[config.mk]
export PLATFORM = sky130hd
export DESIGN_NAME = spifi_line_fill
export DESIGN_NICKNAME = d
export VERILOG_FILES = /design/src/rtl/spifi_line_fill_pkg.sv /design/src/rtl/spifi_line_fill_addr_gen.sv /design/src/rtl/spifi_line_fill.sv
export SDC_FILE = /design/constraint.sdc
export NUM_CORES = 1
export LEC_CHECK = 0
export CAP_MARGIN = 20
export CELL_PAD_IN_SITES_DETAIL_PLACEMENT = 0
export CELL_PAD_IN_SITES_GLOBAL_PLACEMENT = 1
export CORE_MARGIN = 3
export CORE_UTILIZATION = 35
export DETAILED_ROUTE_END_ITERATION = 7
export HOLD_SLACK_MARGIN = 0.15
export PLACE_DENSITY_LB_ADDON = 0.1
export SLEW_MARGIN = 20
export SYNTH_ARGS = -nofsm -noshare
export SYNTH_HDL_FRONTEND = slang
export SYNTH_HIERARCHICAL = 1
export SYNTH_SLANG_ARGS = --single-unit
[constraint.sdc]
create_clock -name i_hclk -period 6.92 [get_ports i_hclk]
set_clock_uncertainty 0.2 [all_clocks]
set_input_delay 1.038 -clock i_hclk [delete_from_list [all_inputs] [get_ports i_hclk]]
set_output_delay 1.038 -clock i_hclk [all_outputs]
set_load 0.01 [all_outputs]
[src/rtl/spifi_line_fill_pkg.sv]
// Shared types and encodings for the SPIFI cache line-fill engine.
package spifi_line_fill_pkg;

  typedef enum logic [1:0] {
    HTRANS_IDLE   = 2'b00,
    HTRANS_BUSY   = 2'b01,
    HTRANS_NONSEQ = 2'b10,
    HTRANS_SEQ    = 2'b11
  } htrans_e;

  localparam logic [2:0] HBURST_WRAP4  = 3'b010;
  localparam logic [2:0] HBURST_INCR4  = 3'b011;
  localparam logic [2:0] HBURST_WRAP8  = 3'b100;
  localparam logic [2:0] HBURST_INCR8  = 3'b101;
  localparam logic [2:0] HBURST_WRAP16 = 3'b110;
  localparam logic [2:0] HBURST_INCR16 = 3'b111;

  typedef enum logic [1:0] {
    ST_IDLE = 2'b00,
    ST_ADDR = 2'b01,
    ST_DATA = 2'b10,
    ST_ERR  = 2'b11
  } state_e;

  // Burst encoding for a line of line_words words, wrapping or incrementing.
  function automatic logic [2:0] burst_enc(input int unsigned line_words, input bit wrap);
    case (line_words)
      32'd8:   return wrap ? HBURST_WRAP8  : HBURST_INCR8;
      32'd16:  return wrap ? HBURST_WRAP16 : HBURST_INCR16;
      default: return wrap ? HBURST_WRAP4  : HBURST_INCR4;
    endcase
  endfunction

endpackage

[src/rtl/spifi_line_fill_addr_gen.sv]
// AHB address counter: loads a start address, steps one word per accepted
// address phase, and optionally wraps inside the line.
module spifi_line_fill_addr_gen
  import spifi_line_fill_pkg::*;
#(
  parameter int unsigned LINE_WORDS = 4,
  parameter bit          WRAP_EN    = 1'b0
) (
  input  logic        clk,
  input  logic        rst,
  input  logic        load,
  input  logic [31:0] load_addr,
  input  logic        advance,
  output logic [31:0] addr
);

  localparam logic [31:0] WRAP_MASK = WRAP_EN ? 32'(LINE_WORDS * 4 - 1) : 32'hFFFF_FFFF;

  logic [31:0] addr_inc;

  assign addr_inc = addr + 32'd4;

  // Address register; the wrap mask keeps the upper bits fixed in wrap mode.
  always_ff @(posedge clk) begin
    if (rst) begin
      addr <= 32'd0;
    end else if (load) begin
      addr <= load_addr;
    end else if (advance) begin
      addr <= (addr & ~WRAP_MASK) | (addr_inc & WRAP_MASK);
    end
  end

endmodule

[src/rtl/spifi_line_fill.sv]
// Cache line-fill engine: one AHB-Lite read burst per miss, words streamed
// back with their line index. Define SPIFI_LINE_FILL_CWF_EN for critical-word-
// first wrapping bursts; otherwise line-aligned INCR bursts are used.
module spifi_line_fill
  import spifi_line_fill_pkg::*;
#(
  parameter int unsigned LINE_WORDS = 4,
  parameter logic [3:0]  HPROT_VAL  = 4'b0011
) (
  input  logic                          i_hclk,
  input  logic                          i_hreset,
  input  logic                          i_req_valid,
  output logic                          o_req_ready,
  input  logic [31:0]                   i_req_addr,
  output logic                          o_fill_valid,
  output logic [31:0]                   o_fill_word,
  output logic [$clog2(LINE_WORDS)-1:0] o_fill_idx,
  output logic                          o_fill_last,
  output logic                          o_fill_err,
  output logic                          o_hsel,
  output logic                          o_hready_i,
  output logic [31:0]                   o_haddr,
  output logic                          o_hwrite,
  output logic [2:0]                    o_hsize,
  output logic [2:0]                    o_hburst,
  output logic [3:0]                    o_hprot,
  output logic [1:0]                    o_htrans,
  output logic                          o_hmastlock,
  input  logic [31:0]                   i_hrdata,
  input  logic                          i_hready,
  input  logic                          i_hresp
);

  localparam int unsigned IDX_W = $clog2(LINE_WORDS);
  localparam int unsigned CNT_W = IDX_W + 1;
`ifdef SPIFI_LINE_FILL_CWF_EN
  localparam bit          WRAP_EN   = 1'b1;
  localparam logic [31:0] LOAD_MASK = 32'h0000_0003;
`else
  localparam bit          WRAP_EN   = 1'b0;
  localparam logic [31:0] LOAD_MASK = 32'(LINE_WORDS * 4 - 1);
`endif
  localparam logic [2:0]  HBURST    = burst_enc(LINE_WORDS, WRAP_EN);

  state_e             state_q, state_d;
  htrans_e            htrans_q, htrans_d;
  logic               hsel_q, hsel_d;
  logic               dphase_q, dphase_d;
  logic [CNT_W-1:0]   addr_cnt_q, addr_cnt_d;
  logic [CNT_W-1:0]   data_cnt_q, data_cnt_d;
  logic [IDX_W-1:0]   idx_q, idx_d;
  logic [IDX_W-1:0]   start_idx;
  logic               fill_valid_q, fill_valid_d;
  logic               fill_last_q, fill_last_d;
  logic               fill_err_q, fill_err_d;
  logic [31:0]        fill_word_q, fill_word_d;
  logic [IDX_W-1:0]   fill_idx_q, fill_idx_d;
  logic               req_ready_q, req_ready_d;
  logic               ag_load, ag_adv;
  logic [31:0]        req_base;

  assign req_base = i_req_addr & ~LOAD_MASK;
`ifdef SPIFI_LINE_FILL_CWF_EN
  assign start_idx = i_req_addr[IDX_W+1:2];
`else
  assign start_idx = '0;
`endif

  spifi_line_fill_addr_gen #(
    .LINE_WORDS (LINE_WORDS),
    .WRAP_EN    (WRAP_EN)
  ) u_addr_gen (
    .clk       (i_hclk),
    .rst       (i_hreset),
    .load      (ag_load),
    .load_addr (req_base),
    .advance   (ag_adv),
    .addr      (o_haddr)
  );

  // State and output registers.
  always_ff @(posedge i_hclk) begin
    if (i_hreset) begin
      state_q      <= ST_IDLE;
      htrans_q     <= HTRANS_IDLE;
      hsel_q       <= 1'b0;
      dphase_q     <= 1'b0;
      addr_cnt_q   <= '0;
      data_cnt_q   <= '0;
      idx_q        <= '0;
      fill_valid_q <= 1'b0;
      fill_last_q  <= 1'b0;
      fill_err_q   <= 1'b0;
      fill_word_q  <= 32'd0;
      fill_idx_q   <= '0;
      req_ready_q  <= 1'b1;
    end else begin
      state_q      <= state_d;
      htrans_q     <= htrans_d;
      hsel_q       <= hsel_d;
      dphase_q     <= dphase_d;
      addr_cnt_q   <= addr_cnt_d;
      data_cnt_q   <= data_cnt_d;
      idx_q        <= idx_d;
      fill_valid_q <= fill_valid_d;
      fill_last_q  <= fill_last_d;
      fill_err_q   <= fill_err_d;
      fill_word_q  <= fill_word_d;
      fill_idx_q   <= fill_idx_d;
      req_ready_q  <= req_ready_d;
    end
  end

  // Next state: address pipeline, data capture and error abort.
  always_comb begin
    state_d      = state_q;
    htrans_d     = htrans_q;
    hsel_d       = hsel_q;
    dphase_d     = dphase_q;
    addr_cnt_d   = addr_cnt_q;
    data_cnt_d   = data_cnt_q;
    idx_d        = idx_q;
    fill_valid_d = 1'b0;
    fill_last_d  = 1'b0;
    fill_err_d   = 1'b0;
    fill_word_d  = fill_word_q;
    fill_idx_d   = fill_idx_q;
    req_ready_d  = req_ready_q;
    ag_load      = 1'b0;
    ag_adv       = 1'b0;

    unique case (state_q)
      ST_IDLE: begin
        if (i_req_valid && req_ready_q) begin
          state_d     = ST_ADDR;
          htrans_d    = HTRANS_NONSEQ;
          hsel_d      = 1'b1;
          dphase_d    = 1'b0;
          addr_cnt_d  = CNT_W'(LINE_WORDS);
          data_cnt_d  = CNT_W'(LINE_WORDS);
          idx_d       = start_idx;
          req_ready_d = 1'b0;
          ag_load     = 1'b1;
        end
      end

      ST_ADDR, ST_DATA: begin
        if (dphase_q && i_hresp) begin
          // Two-cycle ERROR: cancel on the first cycle, report on the second.
          htrans_d = HTRANS_IDLE;
          if (i_hready) begin
            state_d     = ST_IDLE;
            fill_last_d = 1'b1;
            fill_err_d  = 1'b1;
            req_ready_d = 1'b1;
            hsel_d      = 1'b0;
            dphase_d    = 1'b0;
          end else begin
            state_d = ST_ERR;
          end
        end else begin
          if (dphase_q && i_hready) begin
            fill_valid_d = 1'b1;
            fill_word_d  = i_hrdata;
            fill_idx_d   = idx_q;
            idx_d        = idx_q + IDX_W'(1);
            data_cnt_d   = data_cnt_q - CNT_W'(1);
            if (data_cnt_q == CNT_W'(1)) begin
              state_d     = ST_IDLE;
              fill_last_d = 1'b1;
              req_ready_d = 1'b1;
              hsel_d      = 1'b0;
              dphase_d    = 1'b0;
            end
          end
          if (state_q == ST_ADDR && i_hready) begin
            dphase_d   = 1'b1;
            addr_cnt_d = addr_cnt_q - CNT_W'(1);
            if (addr_cnt_q == CNT_W'(1)) begin
              htrans_d = HTRANS_IDLE;
              state_d  = ST_DATA;
            end else begin
              htrans_d = HTRANS_SEQ;
              ag_adv   = 1'b1;
            end
          end
        end
      end

      ST_ERR: begin
        if (i_hready) begin
          state_d     = ST_IDLE;
          fill_last_d = 1'b1;
          fill_err_d  = 1'b1;
          req_ready_d = 1'b1;
          hsel_d      = 1'b0;
          dphase_d    = 1'b0;
        end
      end

      default: state_d = ST_IDLE;
    endcase
  end

  assign o_req_ready  = req_ready_q;
  assign o_fill_valid = fill_valid_q;
  assign o_fill_word  = fill_word_q;
  assign o_fill_idx   = fill_idx_q;
  assign o_fill_last  = fill_last_q;
  assign o_fill_err   = fill_err_q;
  assign o_hsel       = hsel_q;
  assign o_hready_i   = i_hready;
  assign o_hwrite     = 1'b0;
  assign o_hsize      = 3'b010;
  assign o_hburst     = HBURST;
  assign o_hprot      = HPROT_VAL;
  assign o_htrans     = htrans_q;
  assign o_hmastlock  = 1'b0;

endmodule

==> flow_summary.json, run 1 <==
{
  "period_share_pct": 55.1,
  "yosysMostFrequentCell": "nand2_1",
  "numPortBuffers": 138,
  "postSynthAreaPerCell_um2": 8.08,
  "clkLatencyLatePin_ns": 0.34,
  "end_kind": "flop",
  "cts-root-buf": "clkbuf_16",
  "start_kind": "input port",
  "htreeDepth": 3,
  "holdCritPathClass": "flop to flop",
  "slew_headroom_pct": 38.0,
  "fp.dieH_um": 116,
  "busiest_layer": "met2",
  "via_per_inst": 5.36,
  "dp_hpwl_um": 8690,
  "start_util_pct": 36.6,
  "synth_ff_type": "dfxtp_1",
  "cts.clk_slew.worst_paths_ns": 0.06,
  "numClockSinks": 84,
  "max_cap_viol_count": 0,
  "ys_ff_latch": 84,
  "async_flop_share_pct": 0,
  "ys_top_cells_by_count": "nand2_1, dfxtp_1, a21oi_1",
  "cellPowerDensity_nw_per_um2": 278,
  "clock_path_buffers": 2,
  "fillers": 1146,
  "critPathArrivalTime_ns": 3.82,
  "met3_usage_pct": 6.37,
  "ir_worst_vdd_mv": 0.144,
  "layout-drive-gt1-share_pct": 4.88,
  "cts_resized": 0,
  "finalSetupViolations": 0,
  "fp.coreArea_um2": 11700,
  "yosysWarnings": 6,
  "cpLargestDelayFamily": "simple AND/OR/NAND/NOR gates",
  "fin_cells": 799,
  "drt_wl_total_um": 12500,
  "outcome": "finished, final reports clean",
  "grt_max_degree": 85,
  "wl_per_cell_um": 15.7,
  "path_buf_inv": 2,
  "synthesis.area_um2": 4270,
  "worstMarginPinSlew_ns": 0.930,
  "drt_iter0_markers": 246,
  "antenna_found_initial": 0,
  "grt_pass1_wl_um": 20100,
  "synth_area_leaders": "dfxtp_1, nand2_1, a21oi_1",
  "required_ns": 6.92,
  "yosysUniqueCellTypes": 61,
  "synthToLayoutAreaGrowth_pct": 39.8,
  "grt_use_total_pct": 18.5,
  "yosysTopAreaCellShare_pct": 39.4,
  "cts_setup_buffers": 0,
  "synth_area_leader_cell": "dfxtp_1",
  "slew_violations": 0,
  "place.gp.congestion": 0.805,
  "dr_total_vias": 4280,
  "seqCellArea_um2": 1680,
  "placed_area_um2": 5680,
  "ctsHoldBuffers": 0,
  "die_w_um": 116,
  "first_pass_iters": 4,
  "grt_pass1_vias": 4069,
  "rsz0062_at_grt": "no",
  "slowest_stage": "clkdlybuf4s50_1",
  "slowest_delay_ns": 0.75,
  "criticalPathCategory": "input port to flop",
  "ios": 155,
  "placedCellCount": 783,
  "setup_tns_ns": 0,
  "cts_buffers": 9,
  "p_leak_nw": 2.07,
  "grtUsageMet1_pct": 24.6,
  "crit_fanout": 14,
  "ys_seq_area_share_pct": 39.4,
  "dieArea_um2": 13500,
  "timing.fmax_mhz": 262,
  "power_mw": 1.66,
  "drc": 0,
  "antenna_cells": 0,
  "row_count": 39,
  "crit_chain": "clkdlybuf4s50_1 -> nand2_1 -> nor3_1 -> buf_4 -> nand2_1 -> nor3_1 -> nand2b_1 -> a2111oi_0",
  "ant_nets": 0,
  "synthCells": 528,
  "final_core_util_pct": 51.1,
  "final_cell_area_um2": 5960,
  "synth_edf_count": 0,
  "grt_util_met2_pct": 27.5,
  "cts_tree": "yes",
  "multi_input_area_um2": 2340,
  "final_nets": 729,
  "hold_violations": 0,
  "finalCriticalPeriod_ns": 3.81,
  "overflow": 0
}
==> sequential cells by signal (all words and copies together) (netlist names), 2 cells and up <==
signal	count
addr_cnt_q	3
data_cnt_q	3
idx_q	2
o_fill_idx	2
o_fill_word	32
o_htrans	2
state_q	2
u_addr_gen/addr	32
==> stage by stage <==
stage / hold WS [ns] / setup WS [ns]
6_report: 0.250 / 3.11
5_1_grt: 0.274 / 2.87
4_1_cts: 0.256 / 3.08
3_5_place_dp: 0.247 / 2.74
3_3_place_gp: 0.240 / 2.88
2_1_floorplan: 0.244 / 3.76
==> cell type report <==
class | instances | area share, %
inverter | 14 | 0.881
timing repair buffer | 145 | 24.0
multi-input combinational | 397 | 39.2
tap | 143 | 3.00
clock inverter | 1 | 0.0839
sequential | 84 | 28.2
clock buffer | 15 | 4.66
==> worst register-to-register path: cells and delay by family, from the launching register on <==
family | cells | cell delay, ns
AND/OR/NAND/NOR | 4 | 1.00
AO/OA/AOI/OAI | 2 | 0.74
adder cells (fa/ha/maj) | 1 | 0.70
flip-flops | 1 | 0.42
buffers and inverters | 2 | 0.32
==> layer usage <==
metal	wire [µm]	vias to the layer above
li1	-	2113
met3	1040	15
met1	5820	2011
met4	207	0
met2	5430	141
met5	0	-
==> cells by family (layout without fill, tap and decap cells) <==
family / count (synthesis) / after routing / synth area share, %
compound gates: 117 / 117 / 18.6
buf+inv: 61 / 175 / 7.01
simple gates: 237 / 237 / 28.2
mux: 7 / 7 / 1.64
xor+xnor: 11 / 11 / 2.26
flops: 84 / 84 / 39.4
other cells: 2 / 16 / 0.176
fa+ha+maj: 9 / 9 / 2.64
==> power breakdown <==
group          switching [mW]  internal [mW]
Sequential             0.0980          0.554
Combinational           0.272          0.275
Clock                   0.186          0.273
Total                   0.555           1.10
==> placed cells by master, fill, tap and decap left out, drive strengths merged, types with 6 or more instances in the layout <==
cell           instances
clkdlybuf4s50        137
nand2                 94
dfxtp                 84
a21oi                 50
nor2                  39
nand4                 20
conb                  16
clkbuf                15
inv                   14
nand3                 11
nor4                  11
o21ai                 10
ha                     9
xor2                   8
a211oi                 8
buf                    8
nor3                   7
mux2i                  7
or3                    7
a311oi                 7
nand4b                 6
nand2b                 6
==> final timing paths <==
kind	from	end	slack (ns)	cells after the start
setup / recovery	i_hready	u_addr_gen/addr[18]	3.11	8
hold / removal	o_fill_word[1]	o_fill_word[1]	0.25	2
setup reg to reg	state_q[0]	u_addr_gen/addr[18]	3.41	9
hold reg to reg	o_fill_word[1]	o_fill_word[1]	0.25	2
Power figures use the tool's default switching activity.
==> run 2: changes to the inputs <==
--- a/config.mk
+++ b/config.mk
@@ -9,7 +9,7 @@
 export CELL_PAD_IN_SITES_DETAIL_PLACEMENT = 0
 export CELL_PAD_IN_SITES_GLOBAL_PLACEMENT = 1
 export CORE_MARGIN = 3
-export CORE_UTILIZATION = 35
+export CORE_UTILIZATION = 32
 export DETAILED_ROUTE_END_ITERATION = 7
 export HOLD_SLACK_MARGIN = 0.15
 export PLACE_DENSITY_LB_ADDON = 0.1
==> constraint.sdc (replaced) <==
create_clock -name i_hclk -period 3.95 [get_ports i_hclk]
set_clock_uncertainty 0.2 [all_clocks]
set_input_delay 0.5925 -clock i_hclk [delete_from_list [all_inputs] [get_ports i_hclk]]
set_output_delay 0.5925 -clock i_hclk [all_outputs]
set_load 0.01 [all_outputs]
==> flow_summary.json, run 2 (synthesis gave the netlist of run 1 again) <==
{
  "outcome": "finished, final reports clean",
  "final_common_cell": "clkdlybuf4s50_1",
  "dieArea_um2": 14800,
  "final_core_util_pct": 47.8,
  "cts.clk_slew.worst_paths_ns": 0.06,
  "fin_cells": 833,
  "ctsHoldBuffers": 0,
  "power_mw": 3.13,
  "cts_resized": 0,
  "placedCellCount": 818,
  "criticalPathCategory": "flop to flop",
  "finalCriticalPeriod_ns": 2.90,
  "die_w_um": 121,
  "fp.dieH_um": 121,
  "cts-root-buf": "clkbuf_16",
  "start_kind": "flop",
  "crit_fanout": 14,
  "ios": 155,
  "rsz0062_at_grt": "no",
  "holdCritPathClass": "flop to flop",
  "grt_pass1_vias": 4111,
  "ir_worst_vdd_mv": 0.175,
  "row_count": 41,
  "max_cap_viol_count": 0,
  "slew_violations": 0,
  "final_nets": 735,
  "clock_path_buffers": 2,
  "hold_ws_ns": 0.255,
  "slowest_stage": "dfxtp_1",
  "ant_nets": 0,
  "dp_hpwl_um": 8970,
  "antenna_cells": 0,
  "required_ns": 3.98,
  "p_leak_nw": 2.14,
  "fp.coreArea_um2": 12800,
  "wl_per_cell_um": 15.2,
  "worstMarginPinSlew_ns": 0.873,
  "cts_tree": "yes",
  "cts_buffers": 9,
  "antenna_found_initial": 0,
  "fillers": 1264,
  "synthToLayoutAreaGrowth_pct": 43.6,
  "grt_use_total_pct": 17.3,
  "end_kind": "flop",
  "first_pass_iters": 6,
  "slew_headroom_pct": 41.5,
  "period_share_pct": 73.4,
  "place.gp.congestion": 0.846,
  "numClockSinks": 84,
  "timing.fmax_mhz": 345,
  "drc": 0,
  "cts_setup_buffers": 0,
  "setup_tns_ns": 0,
  "overflow": 0,
  "layout-drive-gt1-share_pct": 5.90,
  "dr_total_vias": 4274,
  "numPortBuffers": 138,
  "grt_max_degree": 47,
  "drt_wl_total_um": 12700,
  "htreeDepth": 3,
  "grt_pass1_wl_um": 20500,
  "start_util_pct": 33.3,
  "slowest_delay_ns": 0.41,
  "crit_chain": "inv_1 -> ha_1 -> a21bo_2 -> nor3_1 -> buf_12 -> and2_1 -> nand2b_1 -> or3_1 -> a2111oi_1",
  "drt_iter0_markers": 269,
  "via_per_inst": 5.13,
  "cellPowerDensity_nw_per_um2": 511,
  "critPathArrivalTime_ns": 2.93,
  "clkLatencyLatePin_ns": 0.34,
  "finalSetupViolations": 0,
  "hold_violations": 0,
  "mostFrequentLayoutCells": "clkdlybuf4s50_1, nand2_1, dfxtp_1"
}
==> run 2: changes by cell type in the layout (fill, tap and decap cells not counted), sizes merged <==
| cell | before | now |
|---|---|---|
| clkbuf | 15 | 10 |
| buf | 8 | 14 |
| bufinv | 0 | 4 |
==> run 2: routing by layer <==
layer | wire [µm] | part of all wire [%] | up-vias | GRT usage, %
li1 | - | - | 2126 | -
met5 | 0 | 0 | - | 0
met2 | 5470 | 43 | 145 | 26.4
met4 | 261 | 2.1 | 0 | 7.28
met3 | 1010 | 8.0 | 22 | 5.83
met1 | 5940 | 47 | 1981 | 22.3
==> run 2: path summary, 6_finish.rpt <==
| check | from | endpoint | depth (start not counted) | slack, ns |
|---|---|---|---|---|
| setup / recovery | state_q[0] | u_addr_gen/addr[22] | 9 | 1.05 |
| hold / removal | o_fill_word[29] | o_fill_word[29] | 2 | 0.25 |
| setup reg to reg | state_q[0] | u_addr_gen/addr[22] | 9 | 1.05 |
| hold reg to reg | o_fill_word[29] | o_fill_word[29] | 2 | 0.25 |
==> run 2: final cells by class <==
class                      count  area (µm²)  share of cell area [%]
multi-input combinational    397        2340                    38.1
sequential                    84        1680                    27.4
timing repair buffer         151        1490                    24.3
clock buffer                  10         229                    3.74
tap                          172         215                    3.51
clock inverter                 5         125                    2.04
inverter                      14        52.6                   0.858
==> run 2: where the power goes <==
| part | internal (mW) | switching [mW] |
|---|---|---|
| Clock | 0.678 | 0.346 |
| Combinational | 0.491 | 0.482 |
| Sequential | 0.970 | 0.167 |
| Total | 2.14 | 0.994 |
==> run 2: metrics by stage <==
| stage | setup WS, ns | instance area (µm²) |
|---|---|---|
| 2_1_floorplan | 1.08 | 4320 |
| 3_3_place_gp | 0.784 | 5770 |
| 3_5_place_dp | 0.777 | 5770 |
| 4_1_cts | 1.03 | 6130 |
| 5_1_grt | 0.768 | 6130 |
| 6_report | 1.05 | 6130 |
==> run 2: critical path, delay by kind of cell, from the launching register on <==
| kind | cells | cell delay (ns) |
|---|---|---|
| AOI/OAI and AO/OA | 2 | 0.56 |
| adders and majority gates | 1 | 0.29 |
| buffers and inverters | 2 | 0.28 |
| DFF | 1 | 0.41 |
| and+or+nand+nor | 4 | 1.06 |
==> run 3: changes to the inputs <==
==> constraint.sdc (replaced) <==
create_clock -name i_hclk -period 2.9 [get_ports i_hclk]
set_clock_uncertainty 0.2 [all_clocks]
set_input_delay 0.435 -clock i_hclk [delete_from_list [all_inputs] [get_ports i_hclk]]
set_output_delay 0.435 -clock i_hclk [all_outputs]
set_load 0.01 [all_outputs]
==> flow_summary.json, run 3 (synthesis gave the netlist of run 1 again) <==
{
  "place.gp.congestion": 0.826,
  "first_pass_iters": 4,
  "antenna_cells": 0,
  "fp.coreArea_um2": 12800,
  "wl_per_cell_um": 15.0,
  "placed_area_um2": 5860,
  "ff2ff_setup_slack_ns": 0.17,
  "layout-drive-gt1-share_pct": 7.88,
  "period_share_pct": 94.0,
  "path_buf_inv": 2,
  "rsz0062_at_grt": "no",
  "crit_chain": "inv_1 -> ha_1 -> a21bo_2 -> nor3_1 -> buf_4 -> and2_1 -> nand2b_1 -> or3_1 -> a2111oi_2",
  "via_per_inst": 5.06,
  "p_seq_share_pct": 39.0,
  "htreeDepth": 3,
  "max_cap_viol_count": 0,
  "drt_wl_total_um": 12700,
  "setup_tns_ns": 0,
  "cts.clk_slew.worst_paths_ns": 0.06,
  "final_core_util_pct": 47.9,
  "die_w_um": 121,
  "worst_slack_ns": 0.174,
  "power.clock.fraction_pct": 27.2,
  "slowest_delay_ns": 0.40,
  "timing.fmax_mhz": 367,
  "hold_violations": 0,
  "cts_buffers": 9,
  "start_util_pct": 33.3,
  "final_nets": 746,
  "critPathArrivalTime_ns": 2.77,
  "slew_violations": 0,
  "required_ns": 2.94,
  "numClockSinks": 84,
  "cellPowerDensity_nw_per_um2": 650,
  "outcome": "finished, final reports clean",
  "dieArea_um2": 14800,
  "row_count": 41,
  "dr_total_vias": 4279,
  "p_leak_nw": 2.16,
  "finalCriticalPeriod_ns": 2.73,
  "synthToLayoutAreaGrowth_pct": 43.9,
  "clkLatencyLatePin_ns": 0.34,
  "crit_fanout": 8,
  "power_frac_comb_pct": 33.8,
  "drt_iter0_markers": 267,
  "final_common_cell": "clkdlybuf4s50_1",
  "clock_path_buffers": 2,
  "antenna_found_initial": 0,
  "cts_tree": "yes",
  "grt_pass1_vias": 4136,
  "start_kind": "flop",
  "end_kind": "flop",
  "grt_pass1_wl_um": 20800,
  "ios": 155,
  "overflow": 0,
  "final_cell_area_um2": 6140,
  "p_switching_mw": 1.39,
  "slowest_stage": "dfxtp_1",
  "cpLargestDelayFamily": "simple AND/OR/NAND/NOR gates",
  "cts-root-buf": "clkbuf_16",
  "fp.dieH_um": 121,
  "mostFrequentLayoutCells": "clkdlybuf4s50_1, nand2_1, dfxtp_1",
  "pre_cts_ws_ns": 0.0417,
  "p_int_mw": 2.60,
  "holdCritPathClass": "flop to flop",
  "drc": 0,
  "numPortBuffers": 138,
  "finalSetupViolations": 0,
  "ir_worst_vdd_mv": 0.368,
  "swShare_pct": 34.8,
  "dp_hpwl_um": 9210,
  "criticalPathCategory": "flop to flop",
  "grt_use_total_pct": 17.5,
  "ant_nets": 0,
  "grt_max_degree": 39
}
==> run 3: changes by cell type in the layout (fill, tap and decap cells not counted), sizes merged <==
cell	change
inv	+1
bufinv	-4
clkinv	+4
buf	+11
clkinvlp	+1
clkbuf	-1
==> run 3: worst paths after layout <==
check / start / endpoint / cells after the start
worst max-delay path: state_q[0] / u_addr_gen/addr[22] / 9
worst min-delay path: o_fill_word[21] / o_fill_word[21] / 2
worst max register to register: state_q[0] / u_addr_gen/addr[22] / 9
worst min register to register: o_fill_word[21] / o_fill_word[21] / 2
==> run 3: worst register-to-register path, stage by stage, from the launching register on <==
cell and delay [ns]:
dfxtp_1 0.40, inv_1 0.08, ha_1 0.29, a21bo_2 0.24
nor3_1 0.19, buf_4 0.19, and2_1 0.15, nand2b_1 0.19
or3_1 0.39, a2111oi_2 0.30
==> run 3: cell type report <==
type / instances / area, µm²
fill: 1299 / 6690
clock inverter: 7 / 52.6
inverter: 14 / 52.6
multi-input combinational: 397 / 2340
clock buffer: 9 / 225
tap: 172 / 215
timing repair buffer: 162 / 1570
sequential: 84 / 1680
==> run 3: repair_timing <==
item / CTS / global route
hold buffers: 0 / 0
endpoints found under the setup margin: 0 / 1
buffers inserted: 0 / 0
gates resized for setup: 0 / 1
==> run 3: through the flow <==
step / total power, mW / instances / hold slack [ns]
after floorplan: 2.31 / 542 / 0.244
after global placement: 2.92 / 829 / 0.241
after detailed placement: 2.93 / 829 / 0.248
after CTS: 4.04 / 845 / 0.258
after global routing: 4.26 / 845 / 0.279
final: 3.99 / 845 / 0.255
==> run 3: power by group through the flow <==
stage	Combinational (mW)	Clock [mW]	Sequential, mW
CTS	1.35	1.13	1.56
floorplan	0.730	0	1.58
global placement	1.34	0	1.57
global route	1.48	1.19	1.59
detailed placement	1.35	0	1.58
finish	1.35	1.09	1.56
==> run 3: routing by layer <==
layer	GRT usage, %	wire, µm
met5	0	0
met4	5.32	147
met3	6.57	1000
met2	27.2	5680
met1	22.6	5880
==> patch, RTL diff (config.mk and constraints of run 2) <==
Make the reset (`i_hreset` and `rst`) asynchronous in 2 clocked blocks.
--- a/src/rtl/spifi_line_fill_addr_gen.sv
+++ b/src/rtl/spifi_line_fill_addr_gen.sv
@@ -21,7 +21,7 @@
   assign addr_inc = addr + 32'd4;
 
   // Address register; the wrap mask keeps the upper bits fixed in wrap mode.
-  always_ff @(posedge clk) begin
+  always_ff @(posedge clk or posedge rst) begin
     if (rst) begin
       addr <= 32'd0;
     end else if (load) begin
--- a/src/rtl/spifi_line_fill.sv
+++ b/src/rtl/spifi_line_fill.sv
@@ -79,7 +79,7 @@
   );
 
   // State and output registers.
-  always_ff @(posedge i_hclk) begin
+  always_ff @(posedge i_hclk or posedge i_hreset) begin
     if (i_hreset) begin
       state_q      <= ST_IDLE;
       htrans_q     <= HTRANS_IDLE;
Behaviour: differs if i_hreset is asserted again (counterexample within 4 cycles, from zero or initial values and one cycle with i_hreset high); with i_hreset held inactive, the same outputs for 10 cycles.
==> patch against run 2 <==
  * Non-clock buffer count is 5 lower
  * Setup slack improved by 65 ps
  * Synthesized area increased by 5.4%
  * First-iteration DRC count fell by 13%
  * Count of clock-buffer cells in the layout fell by 1
  * Final area grew 2.8%
  * Sequential cell count stayed put
  * Cell count shrank 11%
  * Critical path depth shrank 1
  * Register-to-register slack improved by 130 ps
  * Routed wire length down 4.4%
  * Hold slack improved by 50 ps
  * Critical endpoint is now u_addr_gen/addr[26]
Power is not compared: it rests on default switching activity, and its combinational part moved more than twofold at a synthesized area within 25%.
==> patch: results (changes against run 2) <==
Status -> completed (unchanged)
Seq pwr share -> 0.340
Ys Warns -> 6 (unchanged)
N_diodes -> 0 (unchanged)
Max FO, Critical Path -> 12 (was 14)
Clk pwr -> 950 uW
Arrival time at the worst endpoint -> 2900 ps (was 2930 ps)
Post-synthesis sequential area ratio -> 0.468 (was 0.394)
Avg Inst Size Synth -> 10.5 um2 (was 8.08 um2)
Vias per inst -> 5.02 (was 5.13)
CP startpoint -> i_hready (was state_q[0])
Int Power -> 3.05 mW
Worst VDD drop -> 0.272 mV
DRT iter0 DRCs -> 235 (was 269)
Post-Place Cells -> 725 (was 818)
CTS buffer count -> 9 (unchanged)
Hold Path Class -> register to register (unchanged)
Largest net degree at the start of global routing -> 53 (was 47)
Fin nets -> 638 (was 735)
Vias -> 3721 (was 4274)
Tcrit/Tclk final -> 0.718 (was 0.734)
Pleak -> 2.64 nW
Crit path capture -> u_addr_gen/addr[26] (was u_addr_gen/addr[22])
Final Wtd Congestion -> 0.780 (was 0.846)
R2R depth -> 9 (unchanged)
CP max-delay cell -> or4_1 (was dfxtp_1)
Worst-Margin Slew -> 675 ps (was 873 ps)
Unique masters post-synth -> 64 (was 61)
Setup slack after placement -> 775 ps (was 777 ps)
Vias in the first global route -> 3690 (was 4111)
Pre-antenna DRT Iters -> 4 (was 6)
Layout cells sized above 1 -> 0.129 (was 0.0590)
Clk buf depth -> 2 (unchanged)
FF-to-FF Start -> state_q[1] (was state_q[0])
First-pass GRT wire length -> 20.1 mm (was 20.5 mm)
Post-CTS Setup Inserts -> 0 (unchanged)
HPWL Detailed -> 8.53 mm (was 8.97 mm)
Top area cells in the synthesized netlist -> dfrtp_1, mux2_2, buf_4, nand2_1, ha_1 (was dfxtp_1, nand2_1, a21oi_1, nor2_1, nand4_1)
Crit path largest cell delay -> 560 ps (was 410 ps)
CP top delay family -> simple AND/OR/NAND/NOR gates (unchanged)
Flop2flop setup slack -> 1180 ps (was 1050 ps)
Worst-Skew Late Latency -> 350 ps
Synth async-reset ratio -> 1.00 (was 0)
Maximum level of the CTS H-tree -> 3 (unchanged)
Routed wire per std cell -> 16.4 um (was 15.2 um)
Initial antenna violation count -> 0 (unchanged)
Predominant post-synthesis flop cell -> dfrtp_1 (was dfxtp_1)
Synth top cells by count -> dfrtp_1, mux2_2, nand2_1 (was nand2_1, dfxtp_1, a21oi_1)
Post-CTS sizing -> 0 (unchanged)
Root Buffer -> clkbuf_16 (unchanged)
CTS clk-pin slew, worst paths -> 70 ps
Buffers added on ports -> 138 (unchanged)
Overall routing resource usage -> 0.159 (was 0.173)
patch: cell count changes after synthesis, moves of 11 or more:
cell,delta
nand2_1,-59
mux2_2,+35
dfxtp_1,-84
a21oi_1,-44
nor2_1,-24
dfrtp_1,+83
nand3_1,+11
patch: kinds of logic after synthesis:
family,Yosys count,share of synthesized area
and+or+nand+nor,140,0.184
DFF,84,0.468
AOI/OAI and AO/OA,82,0.131
buffers and inverters,61,0.0735
muxes,38,0.0946
xor gates and xnor gates,12,0.0234
adders and majority gates,9,0.0250
other,2,0.00167
patch: metal layers:
| metal | vias up | track usage | routed length (um) |
|---|---|---|---|
| li1 | 1810 | - | - |
| met1 | 1785 | 0.222 | 5790 |
| met2 | 113 | 0.240 | 5430 |
| met3 | 13 | 0.0437 | 726 |
| met4 | 0 | 0.0522 | 176 |
| met5 | - | 0 | 0 |
patch: worst min-delay path by stage:
| stage | slack (ps) | endpoint | start | depth (start not counted) |
|---|---|---|---|---|
| after detailed placement | 290 | o_fill_word[7] | o_fill_word[7] | 1 |
| after floorplan | 290 | state_q[1] | state_q[1] | 1 |
| after global placement | 280 | o_fill_word[12] | o_fill_word[12] | 1 |
| final | 310 | o_fill_idx[0] | o_fill_idx[0] | 1 |
| after global routing | 320 | o_fill_word[21] | o_fill_word[21] | 1 |
| after CTS | 310 | o_fill_word[7] | o_fill_word[7] | 1 |
patch: per-stage QoR:
stage               power, mW  area (um2)
global route             5.18        6300
global placement         3.86        5960
floorplan                2.85        4550
CTS                      4.89        6300
finish                   4.83        6300
detailed placement       3.91        5970
patch: final cells by class:
class	instances	area (um2)
Clock buffer	9	225
Multi-Input combinational cell	297	2120
Sequential cell	84	2100
Fill cell	1267	7210
Tap cell	176	220
Timing Repair Buffer	146	1440
Inverter	22	85.1
Clock inverter	7	105
